## config.mk

```make
export PLATFORM = sky130hd
export DESIGN_NAME = reprog_mem_arbiter_flat
export DESIGN_NICKNAME = d
export VERILOG_FILES = /design/src/rtl/reprog_mem_arbiter_if.sv /design/src/rtl/reprog_mem_arbiter.sv /design/src/flat_wrapper.sv
export SDC_FILE = /design/constraint.sdc
export NUM_CORES = 1
export LEC_CHECK = 0
export ABC_CLOCK_PERIOD_IN_PS = 9700
export BUFFER_PORTS_ARGS = -buffer_cell sky130_fd_sc_hd__buf_2
export CORE_UTILIZATION = 60
export DETAILED_ROUTE_END_ITERATION = 10
export PLACE_DENSITY = 0.85
export SLEW_MARGIN = 5
export SYNTH_ARGS = -nofsm -noshare
export SYNTH_HDL_FRONTEND = slang
export SYNTH_SLANG_ARGS = --single-unit
```

## constraint.sdc

```tcl
create_clock -name clk_50mhz -period 9.7 [get_ports clk_50mhz]
set_input_delay 1.94 -clock clk_50mhz [delete_from_list [all_inputs] [get_ports clk_50mhz]]
set_output_delay 1.94 -clock clk_50mhz [all_outputs]
set_load 0.01 [all_outputs]
```

## src/rtl/reprog_mem_arbiter_if.sv

```systemverilog
// Signal bundle shared by the reprogramming arbiter, its two requesters and the memory port.
// master = arbiter side, slave = requesters plus memory controller.
interface reprog_mem_arbiter_if #(
   parameter int FIFO_DEPTH = 4
);
   localparam int LEVEL_W = $clog2(FIFO_DEPTH) + 1;

   logic [22:0]        prog_addr;
   logic [31:0]        prog_data;
   logic               prog_write;
   logic               cpu_hold;
   logic               cpu_req;
   logic               cpu_we;
   logic [22:0]        cpu_addr;
   logic [31:0]        cpu_wdata;
   logic [31:0]        cpu_rdata;
   logic               cpu_ack;
   logic               mem_req;
   logic               mem_we;
   logic [22:0]        mem_addr;
   logic [31:0]        mem_wdata;
   logic [31:0]        mem_rdata;
   logic               mem_done;
   logic               prog_overflow;
   logic [22:0]        prog_words;
   logic [LEVEL_W-1:0] fifo_level;

   modport master (
      input  prog_addr, prog_data, prog_write,
      input  cpu_hold, cpu_req, cpu_we, cpu_addr, cpu_wdata,
      input  mem_rdata, mem_done,
      output cpu_rdata, cpu_ack,
      output mem_req, mem_we, mem_addr, mem_wdata,
      output prog_overflow, prog_words, fifo_level
   );

   modport slave (
      output prog_addr, prog_data, prog_write,
      output cpu_hold, cpu_req, cpu_we, cpu_addr, cpu_wdata,
      output mem_rdata, mem_done,
      input  cpu_rdata, cpu_ack,
      input  mem_req, mem_we, mem_addr, mem_wdata,
      input  prog_overflow, prog_words, fifo_level
   );
endinterface

```

## src/rtl/reprog_mem_arbiter.sv

```systemverilog
// Shares one 32-bit memory port between the UART reprogramming stream and the CPU bus.
// Reprogramming words are de-duplicated by address, queued, and granted with a bounded burst.
module reprog_mem_arbiter #(
   parameter logic [22:0] INIT_ADDR  = 23'h7fffff,
   parameter int          FIFO_DEPTH = 4,
   parameter int          PROG_BURST = 8
) (
   input  logic                 clk_50mhz,
   input  logic                 rst,
   reprog_mem_arbiter_if.master arb_bus
);

   localparam int PTR_W   = $clog2(FIFO_DEPTH);
   localparam int LVL_W   = PTR_W + 1;
   localparam int BURST_W = $clog2(PROG_BURST + 1);

   typedef enum logic [1:0] {IDLE, PROG, CPU} state_t;

   typedef struct packed {
      logic [22:0] addr;
      logic [31:0] data;
   } prog_word_t;

   state_t               state, state_nxt;
   prog_word_t           fifo_mem [FIFO_DEPTH];
   prog_word_t           fifo_head;
   logic [PTR_W-1:0]     rd_ptr, wr_ptr;
   logic [LVL_W-1:0]     level;
   logic [22:0]          last_addr;
   logic [BURST_W-1:0]   burst_cnt;
   logic                 fifo_empty, fifo_full;
   logic                 cpu_eligible, new_word;
   logic                 grant_prog, grant_cpu;
   logic                 push, pop, drop;

   assign fifo_empty   = (level == '0);
   assign fifo_full    = (level == LVL_W'(FIFO_DEPTH));
   assign fifo_head    = fifo_mem[rd_ptr];
   assign cpu_eligible = arb_bus.cpu_req && !arb_bus.cpu_hold && !arb_bus.cpu_ack;
   assign new_word     = arb_bus.prog_write && (arb_bus.prog_addr != last_addr);

   // The pop reads the registered head, so it never races with this cycle's capture.
   assign pop  = grant_prog;
   assign push = new_word && (!fifo_full || pop);
   assign drop = new_word && fifo_full && !pop;

   assign arb_bus.fifo_level = level;

   always_ff @(posedge clk_50mhz) begin
      // NOTE: sequential state uses non-blocking assignments so every register samples pre-edge values.
      if (rst) state <= IDLE;
      else     state <= state_nxt;
   end

   always_comb begin
      // NOTE: defaults come first so no path through the case leaves a variable unassigned (no latch).
      state_nxt  = state;
      grant_prog = 1'b0;
      grant_cpu  = 1'b0;
      case (state)
         IDLE: begin
            if (!fifo_empty && (burst_cnt < BURST_W'(PROG_BURST) || !cpu_eligible)) begin
               state_nxt  = PROG;
               grant_prog = 1'b1;
            end else if (cpu_eligible) begin
               state_nxt = CPU;
               grant_cpu = 1'b1;
            end
         end
         PROG, CPU: if (arb_bus.mem_done) state_nxt = IDLE;
         default:   state_nxt = IDLE;
      endcase
   end

   // NOTE: the FIFO storage has no reset; occupancy and pointers alone decide what is valid.
   always_ff @(posedge clk_50mhz) begin
      if (push) fifo_mem[wr_ptr] <= '{addr: arb_bus.prog_addr, data: arb_bus.prog_data};
   end

   always_ff @(posedge clk_50mhz) begin
      if (rst) begin
         rd_ptr <= '0;
         wr_ptr <= '0;
         level  <= '0;
      end else begin
         if (push) wr_ptr <= wr_ptr + PTR_W'(1);
         if (pop)  rd_ptr <= rd_ptr + PTR_W'(1);
         if (push && !pop)      level <= level + LVL_W'(1);
         else if (pop && !push) level <= level - LVL_W'(1);
      end
   end

   always_ff @(posedge clk_50mhz) begin
      if (rst) begin
         arb_bus.mem_req       <= 1'b0;
         arb_bus.mem_we        <= 1'b0;
         arb_bus.mem_addr      <= '0;
         arb_bus.mem_wdata     <= '0;
         arb_bus.cpu_ack       <= 1'b0;
         arb_bus.cpu_rdata     <= '0;
         arb_bus.prog_overflow <= 1'b0;
         arb_bus.prog_words    <= '0;
         last_addr             <= INIT_ADDR;
         burst_cnt             <= '0;
      end else begin
         arb_bus.cpu_ack <= 1'b0;
         last_addr       <= arb_bus.prog_write ? arb_bus.prog_addr : INIT_ADDR;
         if (drop) arb_bus.prog_overflow <= 1'b1;

         if (grant_prog) begin
            arb_bus.mem_req   <= 1'b1;
            arb_bus.mem_we    <= 1'b1;
            arb_bus.mem_addr  <= fifo_head.addr;
            arb_bus.mem_wdata <= fifo_head.data;
            if (burst_cnt != BURST_W'(PROG_BURST)) burst_cnt <= burst_cnt + BURST_W'(1);
         end else if (grant_cpu) begin
            arb_bus.mem_req   <= 1'b1;
            arb_bus.mem_we    <= arb_bus.cpu_we;
            arb_bus.mem_addr  <= arb_bus.cpu_addr;
            arb_bus.mem_wdata <= arb_bus.cpu_wdata;
            burst_cnt         <= '0;
         end
         if (state == IDLE && fifo_empty) burst_cnt <= '0;

         if (state != IDLE && arb_bus.mem_done) begin
            arb_bus.mem_req <= 1'b0;
            if (state == PROG) begin
               arb_bus.prog_words <= arb_bus.prog_words + 23'd1;
            end else begin
               arb_bus.cpu_ack <= 1'b1;
               if (!arb_bus.mem_we) arb_bus.cpu_rdata <= arb_bus.mem_rdata;
            end
         end
      end
   end

endmodule
```

## src/flat_wrapper.sv

```systemverilog
// flat-port wrapper written by rule: the top's interface ports become plain ports
module reprog_mem_arbiter_flat 
#(
   parameter logic [22:0] INIT_ADDR  = 23'h7fffff,
   parameter int          FIFO_DEPTH = 4,
   parameter int          PROG_BURST = 8
)
  (clk_50mhz, rst, arb_bus_prog_addr, arb_bus_prog_data, arb_bus_prog_write, arb_bus_cpu_hold, arb_bus_cpu_req, arb_bus_cpu_we, arb_bus_cpu_addr, arb_bus_cpu_wdata, arb_bus_mem_rdata, arb_bus_mem_done, arb_bus_cpu_rdata, arb_bus_cpu_ack, arb_bus_mem_req, arb_bus_mem_we, arb_bus_mem_addr, arb_bus_mem_wdata, arb_bus_prog_overflow, arb_bus_prog_words, arb_bus_fifo_level);
  reprog_mem_arbiter_if #(.FIFO_DEPTH(FIFO_DEPTH)) arb_bus_i ();
  input  logic clk_50mhz;
  input  logic rst;
  input wire logic [$bits(arb_bus_i.prog_addr)-1:0] arb_bus_prog_addr;
  input wire logic [$bits(arb_bus_i.prog_data)-1:0] arb_bus_prog_data;
  input wire logic [$bits(arb_bus_i.prog_write)-1:0] arb_bus_prog_write;
  input wire logic [$bits(arb_bus_i.cpu_hold)-1:0] arb_bus_cpu_hold;
  input wire logic [$bits(arb_bus_i.cpu_req)-1:0] arb_bus_cpu_req;
  input wire logic [$bits(arb_bus_i.cpu_we)-1:0] arb_bus_cpu_we;
  input wire logic [$bits(arb_bus_i.cpu_addr)-1:0] arb_bus_cpu_addr;
  input wire logic [$bits(arb_bus_i.cpu_wdata)-1:0] arb_bus_cpu_wdata;
  input wire logic [$bits(arb_bus_i.mem_rdata)-1:0] arb_bus_mem_rdata;
  input wire logic [$bits(arb_bus_i.mem_done)-1:0] arb_bus_mem_done;
  output wire logic [$bits(arb_bus_i.cpu_rdata)-1:0] arb_bus_cpu_rdata;
  output wire logic [$bits(arb_bus_i.cpu_ack)-1:0] arb_bus_cpu_ack;
  output wire logic [$bits(arb_bus_i.mem_req)-1:0] arb_bus_mem_req;
  output wire logic [$bits(arb_bus_i.mem_we)-1:0] arb_bus_mem_we;
  output wire logic [$bits(arb_bus_i.mem_addr)-1:0] arb_bus_mem_addr;
  output wire logic [$bits(arb_bus_i.mem_wdata)-1:0] arb_bus_mem_wdata;
  output wire logic [$bits(arb_bus_i.prog_overflow)-1:0] arb_bus_prog_overflow;
  output wire logic [$bits(arb_bus_i.prog_words)-1:0] arb_bus_prog_words;
  output wire logic [$bits(arb_bus_i.fifo_level)-1:0] arb_bus_fifo_level;
  assign arb_bus_i.prog_addr = arb_bus_prog_addr;
  assign arb_bus_i.prog_data = arb_bus_prog_data;
  assign arb_bus_i.prog_write = arb_bus_prog_write;
  assign arb_bus_i.cpu_hold = arb_bus_cpu_hold;
  assign arb_bus_i.cpu_req = arb_bus_cpu_req;
  assign arb_bus_i.cpu_we = arb_bus_cpu_we;
  assign arb_bus_i.cpu_addr = arb_bus_cpu_addr;
  assign arb_bus_i.cpu_wdata = arb_bus_cpu_wdata;
  assign arb_bus_i.mem_rdata = arb_bus_mem_rdata;
  assign arb_bus_i.mem_done = arb_bus_mem_done;
  assign arb_bus_cpu_rdata = arb_bus_i.cpu_rdata;
  assign arb_bus_cpu_ack = arb_bus_i.cpu_ack;
  assign arb_bus_mem_req = arb_bus_i.mem_req;
  assign arb_bus_mem_we = arb_bus_i.mem_we;
  assign arb_bus_mem_addr = arb_bus_i.mem_addr;
  assign arb_bus_mem_wdata = arb_bus_i.mem_wdata;
  assign arb_bus_prog_overflow = arb_bus_i.prog_overflow;
  assign arb_bus_prog_words = arb_bus_i.prog_words;
  assign arb_bus_fifo_level = arb_bus_i.fifo_level;
  reprog_mem_arbiter #(.INIT_ADDR(INIT_ADDR), .FIFO_DEPTH(FIFO_DEPTH), .PROG_BURST(PROG_BURST)) u_core (.clk_50mhz(clk_50mhz), .rst(rst), .arb_bus(arb_bus_i));
endmodule
```

==> impl_results.md <==
- CTS tree: done
- Crit-path max cell delay: ~720 ps
- F_max: 0.233 GHz
- Sequential share of the synthesized area: roughly 67%
- Avg Inst Size Synth: approximately 15 um^2
- Area contributors post-synth: edfxtp_1, dfxtp_1, mux4_2, mux2i_1, a211oi_1
- CP Cell Sequence: buf_2, and4bb_1, o211ai_1, and2_1, a21boi_1, and2_2, buf_4
- Startpoint type of the worst setup path: input pin
- Setup TNS: 0 ps
- Peak supply drop: 0.181 mV
- Final instance area: about 17,000 um^2
- Post-synthesis simple-gate area fraction: under 10%
- Max Cap Viol: 0
- Worst slack, placed: ~4900 ps
- Synth Flop Type: edfxtp_1
- Fin Clk Skew: ~18 ps
- Post-synthesis register bit count: approximately 370
- Cell taking the most area after synthesis: edfxtp_1
- Layout cells sized above 1: about a third
- Hold Violations, Final: 0
- 1st-iter DRT viols: about 680
- Synth Warn #: 0
- Worst path top cell family by delay: simple AND/OR/NAND/NOR gates
- Die area: ~25,000 um^2
- Endpoints failing setup: 0
- Filler cell count: around 1,500
- Library cells used by synthesis: 48
- CP max stage cell: and2_2
- TritonRoute pass-1 iters: 5
- Clock transition at the registers of the reported paths: 60 ps
- Main combinational cell family by area after synthesis: multiplexers
- Total congestion overflow: 0
- Via count: slightly above 9,000
- Post-DRT Antenna Nets: 0
- Min Tclk post-route: ~4300 ps
- Lkg Pwr: around 6.6 nW
- Vert. Die Dim: ~160 um
- Core ar.: about 23,000 um^2
- Die X: ~160 um
- Crit Path Category: input pin to flip-flop
- Most frequent cells in the layout: buf_2, edfxtp_1, dfxtp_1
- GPL Wtd Cong: 0.789
- FFs w/ async S/R, synth: 0%
- Min-Delay Path Class: flip-flop to flip-flop
- Power per cell area: approximately 270 nW/um^2
- Area growth syn-to-layout: 19.6%
- First-pass GRT wire length: roughly 46,000 um
- Worst path arrival time: roughly 4500 ps
- Pin count of the biggest net entering global routing: between 70 and 80
- HPWL Detailed: around 20,000 um
- Mux share of post-synthesis cell area: between 10% and 20%
- Mapped Cells: 990
- Global Route Usage Sum: about a quarter
- Clk buf depth: 3
- Post-cts resize count: 0
- Initial core utilization: about 61%
- Crit. End Element: flip-flop
- Final WL: a little over 30,000 um
- Hold_buf cts: 0
- Fin worst setup slack: between 5000 and 6000 ps
- Tcrit/Tclk final: between 40 and 50%
- Hold slack: around 450 ps
- Critical path required time: about 9900 ps
- Adder-cell share of the synthesized area: a little over 1%
- Cell Rows: 56
- Inserted Clock Buffers: 36
- Max Transition Viols Final: 0
- Outcome: finished clean
- Commonest non-fill, non-tap cell in the layout: buf_2
- Total Power: 0.00462 W
- H-tree lvl count: 2
- Clk_lat worst skew: 510 ps
- Netlist Area Pre-Place: 14,400 um^2
- Unrepaired setup endpoints after global routing: false
- Mean routed wirelength per cell: around 19 um
- Clk sinks: between 300 and 400
- Nets: 1,402
- Actual slew at the worst max-slew pin: 1040 ps
- Largest fanout on the critical path: 30
- Via density: around 5.7
- Top Ports: around 270
- Post-synthesis xor/xnor area fraction: ~2.8%
- Worst path bufs/invs: 2
- # DRC: 0
- Root buffer cell: clkbuf_16
- Vias in the first global route: about 8,700
- Post-synthesis compound-gate area fraction: 5.23%
- Relative slew slack: 30.4%
- Top-area cell type share of the netlist area: between 40% and 50%
- Post-synth EDFFs: 220
- Post-Syn Nets: between 1,000 and 1,500
- Buffers on Ports: between 200 and 300
- Placed Area: between 15,000 and 20,000 um^2
- # Post-CTS Setup Buffers: 0
- Initial antenna violation count: 4
==> synth_stat cells (2+ instances only) <==
| library cell | count |
|---|---|
| a211oi_1 | 55 |
| buf_4 | 3 |
| clkbuf_1 | 35 |
| xor2_1 | 21 |
| o21ai_0 | 9 |
| nor4_1 | 4 |
| dfxtp_1 | 152 |
| nand4_2 | 2 |
| nor4_2 | 7 |
| o2111ai_1 | 2 |
| nor3_2 | 4 |
| a21oi_1 | 40 |
| nand3_1 | 9 |
| inv_2 | 2 |
| nand4_1 | 6 |
| xnor2_1 | 25 |
| nand2b_1 | 2 |
| nand2_1 | 79 |
| buf_2 | 17 |
| inv_1 | 14 |
| buf_1 | 4 |
| buf_6 | 2 |
| mux4_2 | 55 |
| ha_1 | 10 |
| and4_1 | 4 |
| nor3_1 | 7 |
| and2_1 | 6 |
| edfxtp_1 | 220 |
| nor2_1 | 88 |
| or3_1 | 30 |
| mux2i_1 | 59 |
==> worst min-delay path: cells and delay by family, from the launching register on <==
family          cells  cell delay [ps]
flops               1              300
simple gates        1               50
compound gates      1               50
==> layout make-up <==
type,instances,area [um^2],share of cell area (%)
well taps,319,399,2.32
multi-input cells,541,4400,25.6
clock inverters,15,214,1.25
inverters,16,61.3,0.357
clock buffers,51,1040,6.05
diodes,3,7.51,0.0437
repair buffers,275,1400,8.17
flip-flops and latches,372,9650,56.2
==> sequential cells by signal (all words and copies together), names as in the netlist, named ones only <==
signal / flops
u_core.arb_bus.cpu_ack: 1
u_core.arb_bus.mem_wdata: 32
u_core.burst_cnt: 4
u_core.wr_ptr: 2
u_core.arb_bus.fifo_level: 3
u_core.fifo_mem: 220
u_core.arb_bus.cpu_rdata: 32
u_core.arb_bus.mem_addr: 23
u_core.state: 2
u_core.last_addr: 23
u_core.rd_ptr: 2
u_core.arb_bus.mem_we: 1
u_core.arb_bus.prog_overflow: 1
u_core.arb_bus.prog_words: 23
u_core.arb_bus.mem_req: 1
==> metrics by stage <==
stage | instances | utilization [%]
after floorplan | 990 | -
after global placement | 1523 | 67.8
after detailed placement | 1523 | 67.8
after CTS | 1589 | 73.2
after global routing | 1592 | 73.2
final | 1592 | 73.2
==> report_power, final <==
part	internal (W)	total, W	switching, W
sequential	0.00190	0.00201	0.000120
clock	0.000885	0.00145	0.000564
combinational	0.000498	0.00116	0.000663
total	0.00328	0.00462	0.00135
==> logic make-up after synthesis <==
kind of cell / count (synthesis)
AO/OA/AOI/OAI: 115
XOR/XNOR: 46
adder cells (fa/ha/maj): 11
buffers and inverters: 77
flip-flops: 372
multiplexers: 115
AND/OR/NAND/NOR: 254
==> final timing paths <==
check / from / to / slack [ps] / cells after the start
worst max-delay path: arb_bus_cpu_req / u_core.fifo_mem[0][5] / 5400 / 7
worst min-delay path: u_core.state[1] / u_core.state[1] / 450 / 2
worst max register to register: u_core.state[0] / u_core.fifo_mem[0][5] / 6300 / 8
worst min register to register: u_core.state[1] / u_core.state[1] / 450 / 2
==> per-layer routing <==
layer	GRT usage [%]	share of wire, %	up-vias
met3	5.70	7.8	57
met2	42.3	50	395
li1	-	-	4204
met1	31.9	40	4422
met4	8.82	2.5	2
met5	0	0.042	-
Note: power is estimated with default switching activity, not from simulation.
